--- config.mk ---
export PLATFORM = sky130hd
export DESIGN_NAME = uart_apb_master
export DESIGN_NICKNAME = d
export VERILOG_FILES = /design/src/rtl/uart_apb_master.sv
export SDC_FILE = /design/constraint.sdc
export NUM_CORES = 1
export LEC_CHECK = 0
export CAP_MARGIN = 20
export CORE_MARGIN = 4
export CORE_UTILIZATION = 42
export CTS_CLUSTER_DIAMETER = 40
export DETAILED_ROUTE_END_ITERATION = 8
export GPL_ROUTABILITY_DRIVEN = 0
export PLACE_DENSITY = 0.87
export SLEW_MARGIN = 15
export SYNTH_ARGS = -nofsm -noshare
export SYNTH_HDL_FRONTEND = slang
export SYNTH_SLANG_ARGS = --single-unit
--- constraint.sdc ---
create_clock -name PCLK -period 1.76 [get_ports PCLK]
set_clock_uncertainty 0.2 [all_clocks]
set_input_delay 0.264 -clock PCLK [delete_from_list [all_inputs] [get_ports PCLK]]
set_output_delay 0.264 -clock PCLK [all_outputs]
set_load 0.1 [all_outputs]
--- src/rtl/uart_apb_master.sv ---
// APB master that initialises a CoreUARTapb slave, polls its status and bridges two byte streams.
// Optional macro UART_APB_MASTER_ERR_CNT_EN adds saturating per-error-type counters.
module uart_apb_master #(
  parameter logic [12:0] BAUD_VALUE = 13'd0,
  parameter bit          PRG_BIT8   = 1'b1,
  parameter logic [1:0]  PRG_PARITY = 2'd0,
  parameter logic [2:0]  BAUD_FRCTN = 3'd0,
  parameter bit          FRCTN_WR   = 1'b0,
  parameter bit          FIXEDMODE  = 1'b0
) (
  input  logic       PCLK,
  input  logic       PRESETN,
  output logic [4:0] PADDR,
  output logic       PSEL,
  output logic       PENABLE,
  output logic       PWRITE,
  output logic [7:0] PWDATA,
  input  logic [7:0] PRDATA,
  input  logic       PREADY,
  input  logic       PSLVERR,
  input  logic [7:0] tx_data,
  input  logic       tx_valid,
  output logic       tx_ready,
  output logic [7:0] rx_data,
  output logic       rx_valid,
  input  logic       rx_ready,
  output logic       init_done,
  input  logic       err_clr,
  output logic       parity_err,
  output logic       overflow,
  output logic       framing_err,
  output logic       apb_err
`ifdef UART_APB_MASTER_ERR_CNT_EN
  ,
  output logic [7:0] err_cnt_par,
  output logic [7:0] err_cnt_ovf,
  output logic [7:0] err_cnt_frm
`endif
);

  typedef enum logic [2:0] {INIT_C1, INIT_C2, INIT_FR, POLL, RD_RX, WR_TX} state_e;
  typedef enum logic [1:0] {PH_IDLE, PH_SETUP, PH_ACCESS} phase_e;

  localparam state_e RESET_STATE = FIXEDMODE ? POLL : INIT_C1;
  localparam logic [7:0] CFG_BYTE = {BAUD_VALUE[12:8], PRG_PARITY == 2'd1,
                                     PRG_PARITY != 2'd0, PRG_BIT8};

  state_e     state_q, state_d;
  phase_e     phase_q, phase_d;
  logic       init_done_q, init_done_d;
  logic       full_q, full_d;
  logic [7:0] hold_q, hold_d;
  logic       rx_valid_q, rx_valid_d;
  logic [7:0] rx_data_q, rx_data_d;
  logic       par_q, par_d, ovf_q, ovf_d, frm_q, frm_d, apb_q, apb_d;
  logic       complete, poll_done, tx_accept;
  logic [4:0] xfer_addr;
  logic       xfer_wr;
  logic [7:0] xfer_wdata;

  function automatic logic [7:0] sat_inc(input logic [7:0] c, input logic en);
    return (en && c != 8'hFF) ? c + 8'd1 : c;
  endfunction

  assign complete  = (phase_q == PH_ACCESS) && PREADY;
  assign poll_done = complete && (state_q == POLL);
  assign tx_ready  = init_done_q && !full_q;
  assign tx_accept = tx_valid && tx_ready;

  always_comb begin
    xfer_addr  = 5'h10;
    xfer_wr    = 1'b0;
    xfer_wdata = 8'h00;
    case (state_q)
      INIT_C1: begin xfer_addr = 5'h08; xfer_wr = 1'b1; xfer_wdata = BAUD_VALUE[7:0]; end
      INIT_C2: begin xfer_addr = 5'h0C; xfer_wr = 1'b1; xfer_wdata = CFG_BYTE; end
      INIT_FR: begin xfer_addr = 5'h14; xfer_wr = 1'b1; xfer_wdata = {5'b0, BAUD_FRCTN}; end
      RD_RX:   xfer_addr = 5'h04;
      WR_TX:   begin xfer_addr = 5'h00; xfer_wr = 1'b1; xfer_wdata = hold_q; end
      default: ;
    endcase
  end

  // Bus outputs are decoded from flops so reset forces them idle immediately.
  assign PSEL    = (phase_q != PH_IDLE);
  assign PENABLE = (phase_q == PH_ACCESS);
  assign PADDR   = PSEL ? xfer_addr : 5'h00;
  assign PWRITE  = PSEL && xfer_wr;
  assign PWDATA  = PSEL ? xfer_wdata : 8'h00;

  always_comb begin
    state_d     = state_q;
    phase_d     = phase_q;
    init_done_d = init_done_q || FIXEDMODE;
    case (phase_q)
      PH_IDLE:   phase_d = PH_SETUP;
      PH_SETUP:  phase_d = PH_ACCESS;
      PH_ACCESS: if (PREADY) phase_d = PH_SETUP;
      default:   phase_d = PH_IDLE;
    endcase
    if (complete) begin
      case (state_q)
        INIT_C1: state_d = INIT_C2;
        INIT_C2: begin
          if (FRCTN_WR) begin
            state_d = INIT_FR;
          end else begin
            state_d     = POLL;
            init_done_d = 1'b1;
          end
        end
        INIT_FR: begin
          state_d     = POLL;
          init_done_d = 1'b1;
        end
        // RX is served first so received bytes are not left waiting behind TX.
        POLL: begin
          if (PRDATA[1] && !rx_valid_q)  state_d = RD_RX;
          else if (PRDATA[0] && full_q)  state_d = WR_TX;
          else                           state_d = POLL;
        end
        default: state_d = POLL;
      endcase
    end
  end

  always_comb begin
    full_d     = full_q;
    hold_d     = hold_q;
    rx_valid_d = rx_valid_q;
    rx_data_d  = rx_data_q;
    if (tx_accept) begin
      full_d = 1'b1;
      hold_d = tx_data;
    end
    if (complete && state_q == WR_TX) full_d = 1'b0;
    if (rx_valid_q && rx_ready) rx_valid_d = 1'b0;
    if (complete && state_q == RD_RX) begin
      rx_valid_d = 1'b1;
      rx_data_d  = PRDATA;
    end
    par_d = err_clr ? 1'b0 : (par_q || (poll_done && PRDATA[2]));
    ovf_d = err_clr ? 1'b0 : (ovf_q || (poll_done && PRDATA[3]));
    frm_d = err_clr ? 1'b0 : (frm_q || (poll_done && PRDATA[4]));
    apb_d = err_clr ? 1'b0 : (apb_q || (complete && PSLVERR));
  end

  always_ff @(posedge PCLK or negedge PRESETN) begin
    if (!PRESETN) begin
      state_q     <= RESET_STATE;
      phase_q     <= PH_IDLE;
      init_done_q <= 1'b0;
      full_q      <= 1'b0;
      hold_q      <= 8'h00;
      rx_valid_q  <= 1'b0;
      rx_data_q   <= 8'h00;
      par_q       <= 1'b0;
      ovf_q       <= 1'b0;
      frm_q       <= 1'b0;
      apb_q       <= 1'b0;
    end else begin
      state_q     <= state_d;
      phase_q     <= phase_d;
      init_done_q <= init_done_d;
      full_q      <= full_d;
      hold_q      <= hold_d;
      rx_valid_q  <= rx_valid_d;
      rx_data_q   <= rx_data_d;
      par_q       <= par_d;
      ovf_q       <= ovf_d;
      frm_q       <= frm_d;
      apb_q       <= apb_d;
    end
  end

  assign init_done   = init_done_q;
  assign rx_valid    = rx_valid_q;
  assign rx_data     = rx_data_q;
  assign parity_err  = par_q;
  assign overflow    = ovf_q;
  assign framing_err = frm_q;
  assign apb_err     = apb_q;

`ifdef UART_APB_MASTER_ERR_CNT_EN
  logic [7:0] cnt_par_q, cnt_par_d, cnt_ovf_q, cnt_ovf_d, cnt_frm_q, cnt_frm_d;

  always_comb begin
    cnt_par_d = err_clr ? 8'h00 : sat_inc(cnt_par_q, poll_done && PRDATA[2]);
    cnt_ovf_d = err_clr ? 8'h00 : sat_inc(cnt_ovf_q, poll_done && PRDATA[3]);
    cnt_frm_d = err_clr ? 8'h00 : sat_inc(cnt_frm_q, poll_done && PRDATA[4]);
  end

  always_ff @(posedge PCLK or negedge PRESETN) begin
    if (!PRESETN) begin
      cnt_par_q <= 8'h00;
      cnt_ovf_q <= 8'h00;
      cnt_frm_q <= 8'h00;
    end else begin
      cnt_par_q <= cnt_par_d;
      cnt_ovf_q <= cnt_ovf_d;
      cnt_frm_q <= cnt_frm_d;
    end
  end

  assign err_cnt_par = cnt_par_q;
  assign err_cnt_ovf = cnt_ovf_q;
  assign err_cnt_frm = cnt_frm_q;
`endif

endmodule

==> results of run 1 <==
-- registers in the layout, summed over array words and instances, names as in the netlist, 2 cells and up --
register and count:
rx_data 8, state_q 3, phase_q 2, hold_q 8
-- final cells by class --
class / count / area share [%]
clock buffers: 4 / 1.48
inverters: 7 / 1.23
multi-input cells: 67 / 26.0
flip-flops and latches: 28 / 28.9
well taps: 31 / 1.58
repair buffers: 73 / 40.8
-- stage by stage --
stage | utilization, % | instances | setup TNS (ns)
2_1_floorplan | - | 108 | -3.26
5_1_grt | 85.9 | 210 | -4.88
3_5_place_dp | 79.8 | 194 | -0.740
6_report | 85.9 | 210 | -3.74
3_3_place_gp | 79.8 | 194 | -0.109
4_1_cts | 84.4 | 207 | -3.17
-- logic make-up (layout without fill, tap and decap cells) --
kind of cell / count (synthesis) / in the layout
flip-flops: 28 / 28
multiplexers: 17 / 17
other: 1 / 2
buffers and inverters: 13 / 84
XOR/XNOR: 1 / 1
AND/OR/NAND/NOR: 32 / 32
AO/OA/AOI/OAI: 15 / 15
-- cells in the mapped netlist, types with 2 or more instances --
cell,count,share of area [%]
nand2b_1,3,1.4
and2_1,7,3.4
buf_4,3,1.7
nor2b_1,2,0.96
mux2_2,16,14
a22o_1,2,1.3
o22ai_1,3,1.4
inv_1,7,2.0
nand2_1,2,0.58
dfrtp_1,28,54
a21oi_1,4,1.5
and2b_2,3,2.0
nor3_1,3,1.2
nor2_1,4,1.2
-- power by group through the flow --
stage          registers, mW  logic (mW)  clock network [mW]
3_5_place_dp            1.07        3.01                   0
2_1_floorplan           1.40        1.61                   0
3_3_place_gp            1.05        2.95                   0
4_1_cts                 1.06        3.23               0.318
6_report                1.08        3.35               0.326
5_1_grt                 1.10        3.46               0.356
-- worst max path at each step --
stage,end,slack (ns),cells after the start
2_1_floorplan,PWDATA[0],-0.44,3
3_3_place_gp,rx_data[1],-0.01,4
3_5_place_dp,rx_data[3],-0.06,4
4_1_cts,PADDR[2],-0.27,4
5_1_grt,PWDATA[6],-0.40,5
6_report,PADDR[3],-0.33,5
-- layer usage --
layer / vias to the layer above / GRT usage [%] / share of wire, % / wire length [um]
li1: 505 / - / - / -
met1: 542 / 21.8 / 37 / 1480
met2: 54 / 36.9 / 51 / 2070
met3: 15 / 6.22 / 7.7 / 309
met4: 0 / 8.89 / 4.3 / 172
met5: - / 0 / 0 / 0
-- repair_timing --
action,CTS,global route
setup endpoints to repair,14,14
buffers inserted,9,5
pin swaps,11,3
resized for setup,10,7
==> results.tsv, run 1 <==
stage	metric	value	unit
run_status	status	complete, but fails checks	
run_status	failing checks	negative setup slack	
flow_run	max cap viols	0	
route	DRT iter0 DRCs	37	
place	placed wire-length estimate	2830	um
route	vias per inst	5.31	
timing	RSZ-0062 raised after global routing	yes	
yosys	sequential area share after synthesis	53.8	%
yosys	Synth Warn #	0	
route	WL/cell	19.2	um
cts	H-tree Lvls	1	
timing	final hold vios	0	
power	Lkg Pwr	1.09	nW
worst_setup_path	Worst Path Required	1.30	ns
floorplanning	die area	0.00405	mm^2
cts	# clock sinks	28	
place	Setup Slack @ Placement	-0.0646	ns
timing	# setup viols final	14	
worst_setup_path	worst reg2reg startpoint	phase_q[1]	
place	dpl cell area	0.00228	mm^2
power	Logic pwr share	70.5	%
layout	storage element area	709	um^2
grt	GRT overflow	0	
worst_setup_path	crit path cell chain	buf_4 > buf_6 > buf_4 > nor3_4 > buf_12	
layout	share of layout cells above drive strength 1	57.5	%
power	maximum VDD drop	1.14	mV
grt	total global-route track usage	20.5	%
worst_setup_path	Most common cell on crit path	buf_4	
layout	fillers	150	
floorplanning	die width	63.7	um
timing	Hold Slack	0.0784	ns
worst_setup_path	critical path's slowest cell	dfrtp_2	
yosys	Netlist cell types	34	
floorplanning	CORE AREA	0.00285	mm^2
timing	Max Slew Vio Count	0	
power	PwrDens	1940	mW/mm^2
timing	FMAX	478	MHz
worst_setup_path	Worst Setup End Kind	primary output	
yosys	largest family of logic cells by synthesized area	simple AND/OR/NAND/NOR gates	
route	Residual DRC	0	
cts	Root Buffer	clkbuf_4	
worst_setup_path	Max FO, Critical Path	6	
power	Clock power frac	6.8	%
grt	vias in the first global route	1201	
grt	largest net degree at the start of global routing	29	
floorplanning	num ports	54	
grt	antenna violations before repair	0	
route	WL final	4030	um
worst_hold_path	HP Class	input pin to async pin	
yosys	Compound-Gate Fraction of Synth Area	7.98	%
layout	n_diodes	0	
floorplanning	die height	63.7	um
worst_setup_path	critical path data arrival time	1.63	ns
yosys	FFs w/ async S/R, synth	100	%
worst_setup_path	reg2reg end	rx_data[3]	
cts	CTS buffer count	3	
yosys	mux contribution to synthesized area	14.6	%
layout	most frequent cells in the layout	buf_12 (29), dfrtp_1 (23), clkdlybuf4s50_1 (22)	
worst_setup_path	type of the worst setup path	flop to primary output	
yosys	Syn Inst Count	107	
floorplanning	Initial Utilization	45.6	%
cts	Reg clk slew, reported paths	0.16	ns
grt	global-route wire length before repair	6280	um
worst_setup_path	CP startpoint	state_q[2]	
worst_setup_path	Reg2Reg Depth	5	
route	DR pass1 iterations	2	
cts	Clock Path Buffers	2	
yosys	Synth Area in XOR/XNOR	0.673	%
power	internal power	2.38	mW
yosys	Post-synth EDFFs	0	
yosys	Synth Area per Inst	12.2	um^2
power	Tot Pwr	4.76	mW
worst_setup_path	cell family with most CP delay	buffers and inverters	
place	I/O Buffers	51	
yosys	Netlist Area Pre-Place	0.00130	mm^2
yosys	adder-cell share of the synthesized area	0	%
yosys	Most used DFF post-synth	dfrtp_1	
timing	Final Cycle Share	119	%
layout	Multi-input gate area	637	um^2
layout	most common cell after layout, fill and taps aside	buf_12	
route	total number of vias	1116	
cts	clk_lat worst skew	0.34	ns
yosys	Post-Synth Simple-Gate Area	17.2	%
route	ANT nets after route	0	
cts	Hold-fix buffers, CTS	0	
yosys	FF+latch count, synth	28	
worst_setup_path	Setup crit start kind	flop	
layout	Finished Cell Area	0.00245	mm^2
power	Sequential Power Share	22.6	%
floorplanning	FP Rows	19	
worst_setup_path	Reg2Reg Setup Slack	0.04	ns
layout	Nets	203	
layout	area grow syn2layout	88.4	%
cts	CTS tree	built	
worst_setup_path	CP Buf/Inv Count	4	
worst_setup_path	Largest stage delay, worst path	0.48	ns
power	Sw Share	50.0	%
timing	final worst slack	-0.333	ns
power	Psw	2.38	mW
timing	fin crit period	2.09	ns
Note: power is estimated with default switching activity, not from simulation.
==> run 2: changes to the inputs <==
--- a/config.mk
+++ b/config.mk
@@ -5,6 +5,7 @@
 export SDC_FILE = /design/constraint.sdc
 export NUM_CORES = 1
 export LEC_CHECK = 0
+export ABC_CLOCK_PERIOD_IN_PS = 1760
 export CAP_MARGIN = 20
 export CORE_MARGIN = 4
 export CORE_UTILIZATION = 42
==> results of run 2 <==
Final layout, timing and power as in run 1 (identical DEF).
